===== config.mk =====
export PLATFORM = sky130hd
export DESIGN_NAME = sram_port_arbiter
export DESIGN_NICKNAME = d
export VERILOG_FILES = /design/src/rtl/sram_port_arbiter.sv
export SDC_FILE = /design/constraint.sdc
export NUM_CORES = 1
export LEC_CHECK = 0
export ABC_CLOCK_PERIOD_IN_PS = 2340
export BUFFER_PORTS_ARGS = -buffer_cell sky130_fd_sc_hd__clkbuf_2
export CAP_MARGIN = 5
export CORE_AREA = 2 2 142 144
export CTS_CLUSTER_DIAMETER = 30
export DETAILED_ROUTE_END_ITERATION = 8
export DIE_AREA = 0 0 144 146
export PLACE_DENSITY = 0.66
export RECOVER_POWER = 100
export REMOVE_ABC_BUFFERS = 1
export SLEW_MARGIN = 5
export SYNTH_ARGS = -nofsm -noshare
export SYNTH_HDL_FRONTEND = slang
export SYNTH_SLANG_ARGS = --single-unit

===== constraint.sdc =====
create_clock -name clk -period 2.34 [get_ports clk]
set_input_delay 0.234 -clock clk [delete_from_list [all_inputs] [get_ports clk]]
set_output_delay 0.234 -clock clk [all_outputs]
set_load 0.1 [all_outputs]

===== src/rtl/sram_port_arbiter.sv =====
// Shares one SRAM controller port between the instruction-fetch and data-cache requesters.
// Define SRAM_ARB_ROUND_ROBIN_EN for alternating tie-breaks; default build gives the data port fixed priority.
module sram_port_arbiter #(
   parameter int ADDR_W = 32
) (
   input  logic              clk,
   input  logic              rst,
   input  logic              i_rd_en,
   input  logic [ADDR_W-1:0] i_addr,
   output logic              i_ready,
   output logic [63:0]       i_rdata,
   input  logic              d_rd_en,
   input  logic              d_wr_en,
   input  logic [ADDR_W-1:0] d_addr,
   input  logic [31:0]       d_wdata,
   output logic              d_ready,
   output logic [63:0]       d_rdata,
   output logic              sram_rd_en,
   output logic              sram_wr_en,
   output logic [ADDR_W-1:0] sram_addr,
   output logic [31:0]       sram_wdata,
   input  logic              sram_ready,
   input  logic [63:0]       sram_rdata,
   output logic              busy
);

   typedef enum logic [1:0] {
      IDLE,
      BUSY,
      RESP
   } state_t;

   localparam logic OWNER_I = 1'b0;
   localparam logic OWNER_D = 1'b1;

   state_t      state;
   logic        owner;
   logic        last_owner;
   logic        op_wr;
   logic [63:0] rdata_q;

   logic i_req;
   logic d_req;
   logic tie_d;
   logic grant_d;
   logic grant_wr;

   assign i_req = i_rd_en;
   assign d_req = d_rd_en | d_wr_en;

`ifdef SRAM_ARB_ROUND_ROBIN_EN
   assign tie_d = (last_owner == OWNER_I);
`else
   // A data stall freezes the whole pipeline, so the data port always wins a tie.
   logic unused_last_owner;
   assign unused_last_owner = last_owner;
   assign tie_d = 1'b1;
`endif

   assign grant_d  = d_req & (~i_req | tie_d);
   assign grant_wr = grant_d & d_wr_en;

   // Both ports read the captured line; only the owner's ready pulse qualifies it.
   assign i_rdata = rdata_q;
   assign d_rdata = rdata_q;

   always_ff @(posedge clk) begin
      if (rst) begin
         state      <= IDLE;
         owner      <= OWNER_I;
         last_owner <= OWNER_D;
         op_wr      <= 1'b0;
         rdata_q    <= '0;
         busy       <= 1'b0;
         i_ready    <= 1'b0;
         d_ready    <= 1'b0;
         sram_rd_en <= 1'b0;
         sram_wr_en <= 1'b0;
         sram_addr  <= '0;
         sram_wdata <= '0;
      end else begin
         i_ready <= 1'b0;
         d_ready <= 1'b0;
         case (state)
            IDLE: begin
               if (i_req | d_req) begin
                  owner      <= grant_d ? OWNER_D : OWNER_I;
                  op_wr      <= grant_wr;
                  sram_addr  <= grant_d ? d_addr : i_addr;
                  sram_wdata <= grant_d ? d_wdata : 32'd0;
                  sram_rd_en <= ~grant_wr;
                  sram_wr_en <= grant_wr;
                  busy       <= 1'b1;
                  state      <= BUSY;
               end
            end
            BUSY: begin
               if (sram_ready) begin
                  rdata_q    <= sram_rdata;
                  sram_rd_en <= 1'b0;
                  sram_wr_en <= 1'b0;
                  last_owner <= owner;
                  i_ready    <= (owner == OWNER_I);
                  d_ready    <= (owner == OWNER_D);
                  state      <= RESP;
               end else begin
                  sram_rd_en <= ~op_wr;
                  sram_wr_en <= op_wr;
               end
            end
            RESP: begin
               busy  <= 1'b0;
               state <= IDLE;
            end
            default: begin
               busy       <= 1'b0;
               sram_rd_en <= 1'b0;
               sram_wr_en <= 1'b0;
               state      <= IDLE;
            end
         endcase
      end
   end

endmodule


After elaboration in Yosys (flattened, before gate mapping)
Cells that the tools add are included.

$add $sub $neg: 0. Multipliers: 0. Div/mod/pow operators: 0. $lt $le $gt $ge: 0. Eq/ne operators: 4. Shift operators: 0. Mux-type cells: 14. Bitwise gates (word level): 9. Reduce and logical (&&, ||, !) cells: 7.

Operators with widths (number): two-way mux 32 bit (2); AND reduction 2 bit (5); two-way mux 1 bit (6); inverter 1 bit (6); case mux 1 bit (3 select lines) (2); two-way mux 2 bit (2); != test 2 bit, second input constant (2); case mux 2 bit (2 select lines) (1); OR reduction 3 bit (1); == test 2 x 1 -> 1 bit, second input constant (1); == test 2 bit, second input constant (1); zero test 2 bit (1); OR 1 bit (2); case mux 1 bit (2 select lines) (1); AND 1 bit (1).

Register bits after elaboration: 137. Latch bits: 0. Memory bits (writable): 0. Memory bits (read-only): 0. Output and inout port bits: 197. Word-level logic and storage cells: 45. Memories: 0.

Logic depth before layout (Yosys ltp)
Gate-level depths: netlist of the first run.

Depth after elaboration: 5. Depth in mapped cells: 6. Gate-level depth less buffers: 3.

Worst setup path before layout of the first run
OpenSTA, ideal clock, no wires.

Path type: register to output. Start point: reg rdata_q[0] (netlist: d_rdata[0]). End point: out i_rdata[0]. Data arrival time: 1.373 ns. Setup slack: 0.733 ns. Stages on the path, launching flop included: 2. Buffers on the path: 1. Cell sequence: dfxtp_1 > buf_4.

RTL lines: start, declared (line 40) `logic [63:0] rdata_q;`; start signal, assigned (line 99) `rdata_q <= sram_rdata;`; end, declared (line 11) `output logic [63:0] i_rdata,`.

No word-level cell between the ends.

Final worst setup path of the first run
Start point: reg rdata_q[58] (netlist: d_rdata[58]). End point: out i_rdata[58].

No word-level cell between the ends.

==> flow_metrics.env, run 1 <==
export IMPL_status="complete, no violations"
export IMPL_synth_top_cell_area_share=0.478
export IMPL_row_count=51
export IMPL_p_per_area_nw_per_um2=1030
export IMPL_finalCritPeriodShare=0.841
export IMPL_grt_pass1_vias=5381
export IMPL_rsz0062_at_grt="no"
export IMPL_place_hpwl_mm=13.1
export IMPL_crit_type="register to output pin"
export IMPL_grt_max_degree=67
export IMPL_synth_area_um2=5730
export IMPL_skew_ns=0.0120
export IMPL_ios=363
export IMPL_syn_area_per_cell_um2=8.04
export IMPL_gp_congestion=0.762
export IMPL_critPathRequiredTime_ns=2.11
export IMPL_cts_reportedPaths_clkPinSlew_ns=0.06
export IMPL_fmax_mhz=508
export IMPL_critical_path_top_delay_family="buffers and inverters"
export IMPL_start_util=0.297
export IMPL_cts_repair_resized=0
export IMPL_clockBufferDepth=2
export IMPL_post_route_min_period_ns=1.97
export IMPL_synth_seq_cells=137
export IMPL_path_buf_inv=1
export IMPL_cts_tree="done"
export IMPL_via_per_inst=4.68
export IMPL_ir_drop_v=0.000449
export IMPL_tightest_slew_ns=1.27
export IMPL_area_growth_pct=32.2
export IMPL_crit_chain="clkbuf_1"
export IMPL_hp_class="input port to register"
export IMPL_die_w_um=144
export IMPL_nets=1145
export IMPL_wire_per_inst_um=15.0
export IMPL_seq_area_frac_synth=0.478
export IMPL_die_area_um2=21000
export IMPL_yosys_warnings=0
export IMPL_fp_dieH_um=146
export IMPL_slowest_stage="clkbuf_1"
export IMPL_drtAntennaViolNets=0
export IMPL_clk_latency_ns=0.41
export IMPL_drtIter0Drc=244
export IMPL_hold_viol=0
export IMPL_critPathCaptureType="output pin"
export IMPL_cts_hold_buf=0
export IMPL_slew_viol_final=0
export IMPL_setup_violations=0
export IMPL_layout_drive_gt1_share=0.214
export IMPL_clockRootBuffer="clkbuf_16"
export IMPL_slowest_delay_ns=0.90
export IMPL_num_antenna_cells=0
export IMPL_vias=5885
export IMPL_arrival_ns=1.73
export IMPL_tns_ns=0
export IMPL_port_buffers=362
export IMPL_synth_cell_types=28
export IMPL_syn_inst=713
export IMPL_crit_fanout=3
export IMPL_post_cts_buffers=0
export IMPL_final_common_cell="clkbuf_1"
export IMPL_grt_overflow=0
export IMPL_grt_antenna_before_repair=0
export IMPL_start_kind="register"
export IMPL_holdWs_ns=0.0345
export IMPL_cap_violations=0
export IMPL_slew_headroom=0.156
export IMPL_yosys_top_cells_area="dfxtp_1 48%, nand2_1 13%, a21oi_1 12%, buf_4 8.6%, a311oi_1 4.7%"
export IMPL_numCtsBuffers=17
export IMPL_drt_pass1_iter_count=4
export IMPL_cts_sinks=137
export IMPL_final_core_util=0.392
export IMPL_grt_pass1_wl_mm=28.7
export IMPL_p_leak_nw=3.02
export IMPL_core_area_um2=19300
export IMPL_grt_usage=0.174
export IMPL_yosysTopAreaCell="dfxtp_1"
export IMPL_h_tree_depth=4
export IMPL_final_cell_mix="200 x clkbuf_1, 195 x nand2_1, 165 x clkbuf_2, 137 x dfxtp_1, 132 x a21oi_1"
export IMPL_drc=0
export IMPL_routed_wl_mm=18.8
worst paths after layout:
path         cells after the start                     start  slack, ns                    endpoint
max                              1  d_rdata[58]$_SDFFE_PP0P_       0.37                 i_rdata[58]
min                              3            sram_rdata[42]       0.03    d_rdata[42]$_SDFFE_PP0P_
max reg2reg                      4     state[0]$_SDFFE_PP0P_       0.54  sram_wdata[8]$_SDFFE_PP0P_
min reg2reg                      1        owner$_SDFFE_PP0P_       0.44          i_ready$_SDFF_PP0_
metal layers:
| metal | share of wire | up-vias | global-route usage |
|---|---|---|---|
| met4 | 0.012 | 0 | 0.0500 |
| li1 | - | 2889 | - |
| met5 | 0 | - | 0 |
| met3 | 0.077 | 12 | 0.0586 |
| met1 | 0.42 | 2730 | 0.209 |
| met2 | 0.50 | 254 | 0.293 |
tightest hold or removal path: stages:
cell      delay, ns
clkbuf_2       0.08
nand2_1        0.04
a21oi_1        0.05
stage by stage:
stage	std cells	setup WS [ns]	area, µm²	power (mW)
after floorplan	588	0.164	4920	4.50
after global placement	1225	0.602	7210	5.04
after detailed placement	1225	0.570	7210	5.05
after CTS	1257	0.553	7840	8.00
after global routing	1257	0.274	7580	8.17
final	1257	0.373	7580	7.84
synthesized netlist by cell type:
library cell / count
a211oi_1: 1
a21oi_1: 132
a2bb2oi_1: 1
a311oi_1: 31
a311oi_2: 1
and2_1: 1
and3b_1: 1
buf_1: 1
buf_2: 25
buf_4: 66
buf_6: 8
clkbuf_1: 22
clkbuf_2: 3
dfxtp_1: 137
inv_1: 3
nand2_1: 195
nand2b_1: 1
nand3_1: 32
nand3b_1: 1
nor2_1: 6
nor2_4: 2
nor3_1: 1
nor3_4: 1
o21ai_0: 35
o32ai_1: 2
or2_1: 1
or2_2: 2
or3_1: 1
power breakdown:
part	total (mW)	switching, mW	internal (mW)	leakage, nW
combinational	2.33	1.99	0.339	1.59
clock	2.90	1.07	1.83	0.303
sequential	2.61	0.105	2.50	1.12
total	7.84	3.16	4.67	3.02
state kept, by name (all words and copies together) (netlist names):
| signal | flops |
|---|---|
| state | 2 |
| op_wr | 1 |
| sram_wr_en | 1 |
| i_ready | 1 |
| busy | 1 |
| owner | 1 |
| sram_rd_en | 1 |
| d_rdata | 64 |
| sram_addr | 32 |
| d_ready | 1 |
| sram_wdata | 32 |
cell type report:
type                    instances  area [µm²]
fillers                      2169       11800
flip-flops and latches        137        2740
multi-input cells             448        2170
repair buffers                372        1690
clock buffers                  20         447
well taps                     265         332
clock inverters                12         188
inverters                       3        11.3
cells by family (layout without fill, tap and decap cells):
logic type / Yosys count / count (layout) / synth area share
AO/OA/AOI/OAI: 203 / 203 / 0.202
buffers and inverters: 128 / 407 / 0.144
flip-flops: 137 / 137 / 0.478
AND/OR/NAND/NOR: 245 / 245 / 0.177
(Power assumes the default switching activity.)
==> run 2, diff against run 1 <==
- ABC_CLOCK_PERIOD_IN_PS: 2340 -> 1900
- CORE_AREA: 2 2 142 144 -> 2 2 141 143
- DIE_AREA: 0 0 144 146 -> 0 0 143 145
- PLACE_DENSITY: 0.66 -> 0.67
- clock period: 2.34 -> 1.9 ns (I/O delays scaled with it)
==> flow_metrics.env, run 2 (synthesis results as in run 1) <==
export IMPL_min_delay_start="sram_rdata[35]"
export IMPL_fmax_mhz=567
export IMPL_grt_pass1_wl_mm=29.3
export IMPL_port_buffers=362
export IMPL_fp_dieH_um=145
export IMPL_holdWs_ns=0.0255
export IMPL_vias=6254
export IMPL_drt_pass1_iter_count=4
export IMPL_core_area_um2=19200
export IMPL_numCtsBuffers=17
export IMPL_final_common_cell="clkbuf_2"
export IMPL_start_util=0.299
export IMPL_critical_path_top_delay_family="simple AND/OR/NAND/NOR gates"
export IMPL_fin_total_pwr_mw=10.1
export IMPL_drc=0
export IMPL_clockBufferDepth=2
export IMPL_ios=363
export IMPL_status="complete, no violations"
export IMPL_h_tree_depth=4
export IMPL_ir_drop_v=0.000580
export IMPL_crit_chain="or2_1 > nor2_4 > a311oi_1"
export IMPL_routed_wl_mm=19.2
export IMPL_clk_latency_ns=0.41
export IMPL_num_antenna_cells=0
export IMPL_p_leak_nw=4.07
export IMPL_hold_viol=0
export IMPL_slowest_stage="nor2_4"
export IMPL_wire_per_inst_um=14.3
export IMPL_finalCritPeriodShare=0.928
export IMPL_grt_antenna_before_repair=0
export IMPL_r2r_setup_slack_ns=0.14
export IMPL_final_core_util=0.454
export IMPL_row_count=51
export IMPL_grt_usage=0.178
export IMPL_grt_max_degree=68
export IMPL_gp_congestion=0.759
export IMPL_tns_ns=0
export IMPL_p_per_area_nw_per_um2=1150
export IMPL_clockRootBuffer="clkbuf_16"
export IMPL_path_buf_inv=0
export IMPL_grt_pass1_vias=5775
export IMPL_critPathRequiredTime_ns=2.13
export IMPL_cts_repair_resized=0
export IMPL_r2r_start="state[0]$_SDFFE_PP0P_"
export IMPL_arrival_ns=1.99
export IMPL_layout_drive_gt1_share=0.382
export IMPL_post_route_min_period_ns=1.76
export IMPL_area_growth_pct=52.1
export IMPL_slew_viol_final=0
export IMPL_grt_overflow=0
export IMPL_cts_hold_buf=83
export IMPL_rsz0062_at_grt="no"
export IMPL_die_w_um=143
export IMPL_final_cell_mix="362 x clkbuf_2, 195 x nand2_1, 137 x dfxtp_1, 132 x a21oi_1, 83 x dlygate4sd3_1"
export IMPL_drtAntennaViolNets=0
export IMPL_via_per_inst=4.66
export IMPL_cts_reportedPaths_clkPinSlew_ns=0.06
export IMPL_crit_fanout=32
export IMPL_cap_violations=0
export IMPL_skew_ns=0.0109
export IMPL_slew_headroom=0.438
export IMPL_setup_violations=0
export IMPL_post_cts_buffers=0
export IMPL_cts_tree="done"
export IMPL_nets=1231
export IMPL_place_hpwl_mm=13.0
export IMPL_tightest_slew_ns=0.841
export IMPL_die_area_um2=20700
export IMPL_slowest_delay_ns=0.66
export IMPL_setup_worst_path_start="state[0]$_SDFFE_PP0P_"
export IMPL_largest_register_ffs=64
export IMPL_crit_type="register to register"
export IMPL_critPathCaptureType="register"
export IMPL_hp_class="input port to register"
export IMPL_drtIter0Drc=276
export IMPL_cts_sinks=137
export IMPL_start_kind="register"
[run 2: cell count changes in the layout (fill, tap and decap cells not counted), moves of 2 or more]
cell / delta
buf_4: +3
bufinv_16: +2
clkbuf_1: -198
clkbuf_2: +197
dlygate4sd3_1: +83
inv_6: -4
[run 2: per-layer routing]
layer,vias to the layer above,share of wire,track usage
li1,3057,-,-
met2,285,0.51,0.301
met4,0,0.022,0.0668
met1,2888,0.40,0.209
met3,24,0.066,0.0535
met5,-,0,0
[run 2: path summary, 6_finish.rpt]
path                                to  depth (start not counted)
max          sram_addr[8]$_SDFFE_PP0P_                          3
min           d_rdata[35]$_SDFFE_PP0P_                          3
max reg2reg  sram_addr[8]$_SDFFE_PP0P_                          3
min reg2reg         i_ready$_SDFF_PP0_                          1
[run 2: through the flow]
| step | setup slack (ns) | instance area (µm²) | cells |
|---|---|---|---|
| CTS | 0.134 | 8740 | 1342 |
| global placement | 0.190 | 7240 | 1228 |
| global route | 0.0493 | 8720 | 1342 |
| floorplan | -0.276 | 4920 | 588 |
| detailed placement | 0.135 | 7240 | 1228 |
| finish | 0.137 | 8720 | 1342 |
[run 2: cell type report]
| class | instances | area, µm² |
|---|---|---|
| multi-input combinational | 448 | 2170 |
| timing repair buffer | 458 | 2800 |
| clock buffer | 20 | 447 |
| fill | 1832 | 10500 |
| inverter | 3 | 11.3 |
| sequential | 137 | 2740 |
| clock inverter | 11 | 219 |
| tap | 265 | 332 |
[run 2: report_power, final]
| part | switching [mW] | internal, mW | leakage (nW) |
|---|---|---|---|
| clock | 1.26 | 2.50 | 0.321 |
| combinational | 2.49 | 0.601 | 2.63 |
| sequential | 0.132 | 3.08 | 1.12 |
| total | 3.88 | 6.18 | 4.07 |
[run 2: worst reg2reg max path, cell delays in order, from the launching register on]
cell,delay [ns]
dfxtp_1,0.40
or2_1,0.29
nor2_4,0.66
a311oi_1,0.24
==> run 3, diff against run 2 <==
- CELL_PAD_IN_SITES_DETAIL_PLACEMENT: not set -> 0
- CELL_PAD_IN_SITES_GLOBAL_PLACEMENT: not set -> 2
- CORE_AREA: 2 2 141 143 -> not set
- CORE_ASPECT_RATIO: not set -> 0.8
- CORE_UTILIZATION: not set -> 22
- DIE_AREA: 0 0 143 145 -> not set
- PLACE_DENSITY: 0.67 -> 0.87
- RECOVER_POWER: 100 -> 25
- REMOVE_ABC_BUFFERS: 1 -> not set
==> flow_metrics.env, run 3 (synthesis results as in run 1) <==
export IMPL_status="complete, no violations"
export IMPL_synthesis_nets=879
export IMPL_cts_tree="done"
export IMPL_routed_wl_mm=20.4
export IMPL_gp_congestion=0.725
export IMPL_cts_sinks=137
export IMPL_setup_violations=0
export IMPL_slowest_delay_ns=0.34
export IMPL_vias=6221
export IMPL_clockRootBuffer="clkbuf_16"
export IMPL_slew_viol_final=0
export IMPL_intPower_mw=5.82
export IMPL_cts_repair_resized=0
export IMPL_fp_dieH_um=146
export IMPL_drc=0
export IMPL_p_per_area_nw_per_um2=1090
export IMPL_tightest_slew_ns=0.810
export IMPL_grt_antenna_before_repair=1
export IMPL_rsz0062_at_grt="no"
export IMPL_drtAntennaViolNets=0
export IMPL_cts_reportedPaths_clkPinSlew_ns=0.06
export IMPL_critPathRequiredTime_ns=2.25
export IMPL_grt_usage=0.151
export IMPL_drtIter0Drc=260
export IMPL_skew_ns=0.0114
export IMPL_core_area_um2=25400
export IMPL_nets=1256
export IMPL_layout_drive_gt1_share=0.375
export IMPL_row_count=52
export IMPL_finalCritPeriodShare=0.847
export IMPL_fmax_mhz=621
export IMPL_grt_pass1_vias=5994
export IMPL_slew_headroom=0.460
export IMPL_largest_register_ffs=64
export IMPL_place_hpwl_mm=13.8
export IMPL_holdWs_ns=0.0260
export IMPL_grt_pass1_wl_mm=31.8
export IMPL_seq_area_um2=2740
export IMPL_h_tree_depth=4
export IMPL_slowest_stage="clkbuf_1"
export IMPL_final_core_util=0.355
export IMPL_ios=363
export IMPL_tns_ns=0
export IMPL_p_comb_frac=0.318
export IMPL_cap_violations=0
export IMPL_num_antenna_cells=0
export IMPL_hp_class="input port to register"
export IMPL_numCtsBuffers=17
export IMPL_critical_path_top_delay_family="buffers and inverters"
export IMPL_final_cell_mix="361 x clkbuf_2, 195 x nand2_1, 137 x dfxtp_1, 132 x a21oi_1, 106 x dlygate4sd3_1"
export IMPL_seqPwrFrac=0.325
export IMPL_clockBufferDepth=2
export IMPL_ir_drop_v=0.000524
export IMPL_post_route_min_period_ns=1.61
export IMPL_multi_input_area_um2=2170
export IMPL_hold_viol=0
export IMPL_wire_per_inst_um=14.0
export IMPL_p_leak_nw=4.15
export IMPL_crit_fanout=64
export IMPL_path_buf_inv=2
export IMPL_critPathCaptureType="register"
export IMPL_drt_pass1_iter_count=4
export IMPL_clk_latency_ns=0.42
export IMPL_via_per_inst=4.28
export IMPL_grt_max_degree=67
export IMPL_port_buffers=362
export IMPL_final_common_cell="clkbuf_2"
export IMPL_crit_chain="clkbuf_1 > and3b_1 > buf_12 > nand2_1 > a21oi_1"
export IMPL_die_w_um=183
export IMPL_netSwitchingFraction=0.411
export IMPL_clock_power_share=0.357
export IMPL_crit_type="register to register"
export IMPL_arrival_ns=1.95
export IMPL_grt_overflow=0
export IMPL_switchingPower_mw=4.07
export IMPL_fill_cells=2669
export IMPL_start_util=0.225
export IMPL_area_growth_pct=57.5
export IMPL_die_area_um2=26700
export IMPL_start_kind="register"
[run 3: cell types whose count changed in the layout (fill, tap and decap cells not counted), sizes merged]
cell	before	now
inv	4	10
dlygate4sd3	83	106
clkbuf	383	380
buf	12	14
bufinv	6	3
[run 3: layout make-up]
type	instances	area share
Tap cell	351	0.0486
Clock buffer	17	0.0471
Timing Repair Buffer	483	0.338
Multi-Input combinational cell	448	0.240
Inverter	3	0.00125
Sequential cell	137	0.304
Clock inverter	14	0.0204
[run 3: timing repair]
| action | in CTS | in global routing |
|---|---|---|
| hold endpoints to repair | 98 | 0 |
| hold buffers | 106 | 0 |
| setup buffers | 0 | 0 |
[run 3: per-stage QoR]
stage	cell area [µm²]	setup slack (ns)	std cells	power, mW
CTS	9040	0.362	1453	10.1
floorplan	5730	0.337	713	5.74
global placement	7370	0.438	1316	6.25
global route	9030	0.156	1453	10.3
finish	9030	0.291	1453	9.89
detailed placement	7370	0.426	1316	6.26
[run 3: worst paths after layout]
path	startpoint	to	slack (ns)	depth (start not counted)
worst min register to register	d_rdata[22]$_SDFFE_PP0P_	d_rdata[22]$_SDFFE_PP0P_	0.47	2
worst max register to register	state[0]$_SDFFE_PP0P_	d_rdata[2]$_SDFFE_PP0P_	0.29	5
worst max-delay path	state[0]$_SDFFE_PP0P_	d_rdata[2]$_SDFFE_PP0P_	0.29	5
worst min-delay path	d_wdata[23]	sram_wdata[23]$_SDFFE_PP0P_	0.03	3
[run 3: routing by layer]
metal | track usage | part of all wire | vias to the layer above | routed length (µm)
met1 | 0.179 | 0.43 | 2839 | 8740
li1 | - | - | 3116 | -
met5 | 0 | 0 | - | 0
met3 | 0.0514 | 0.072 | 8 | 1460
met4 | 0.0332 | 0.0068 | 0 | 139
met2 | 0.261 | 0.49 | 258 | 10000
[run 3: power by group through the flow]
stage	registers, mW	logic (mW)	clock network, mW
after global placement	3.27	2.99	0
after CTS	3.21	3.16	3.69
after floorplan	4.66	1.07	0
after global routing	3.23	3.29	3.79
after detailed placement	3.27	2.99	0
final	3.21	3.14	3.53
[run 3: tightest hold or removal path: stages]
cell,delay (ns)
clkbuf_2,0.08
nand3_1,0.06
a21oi_1,0.06
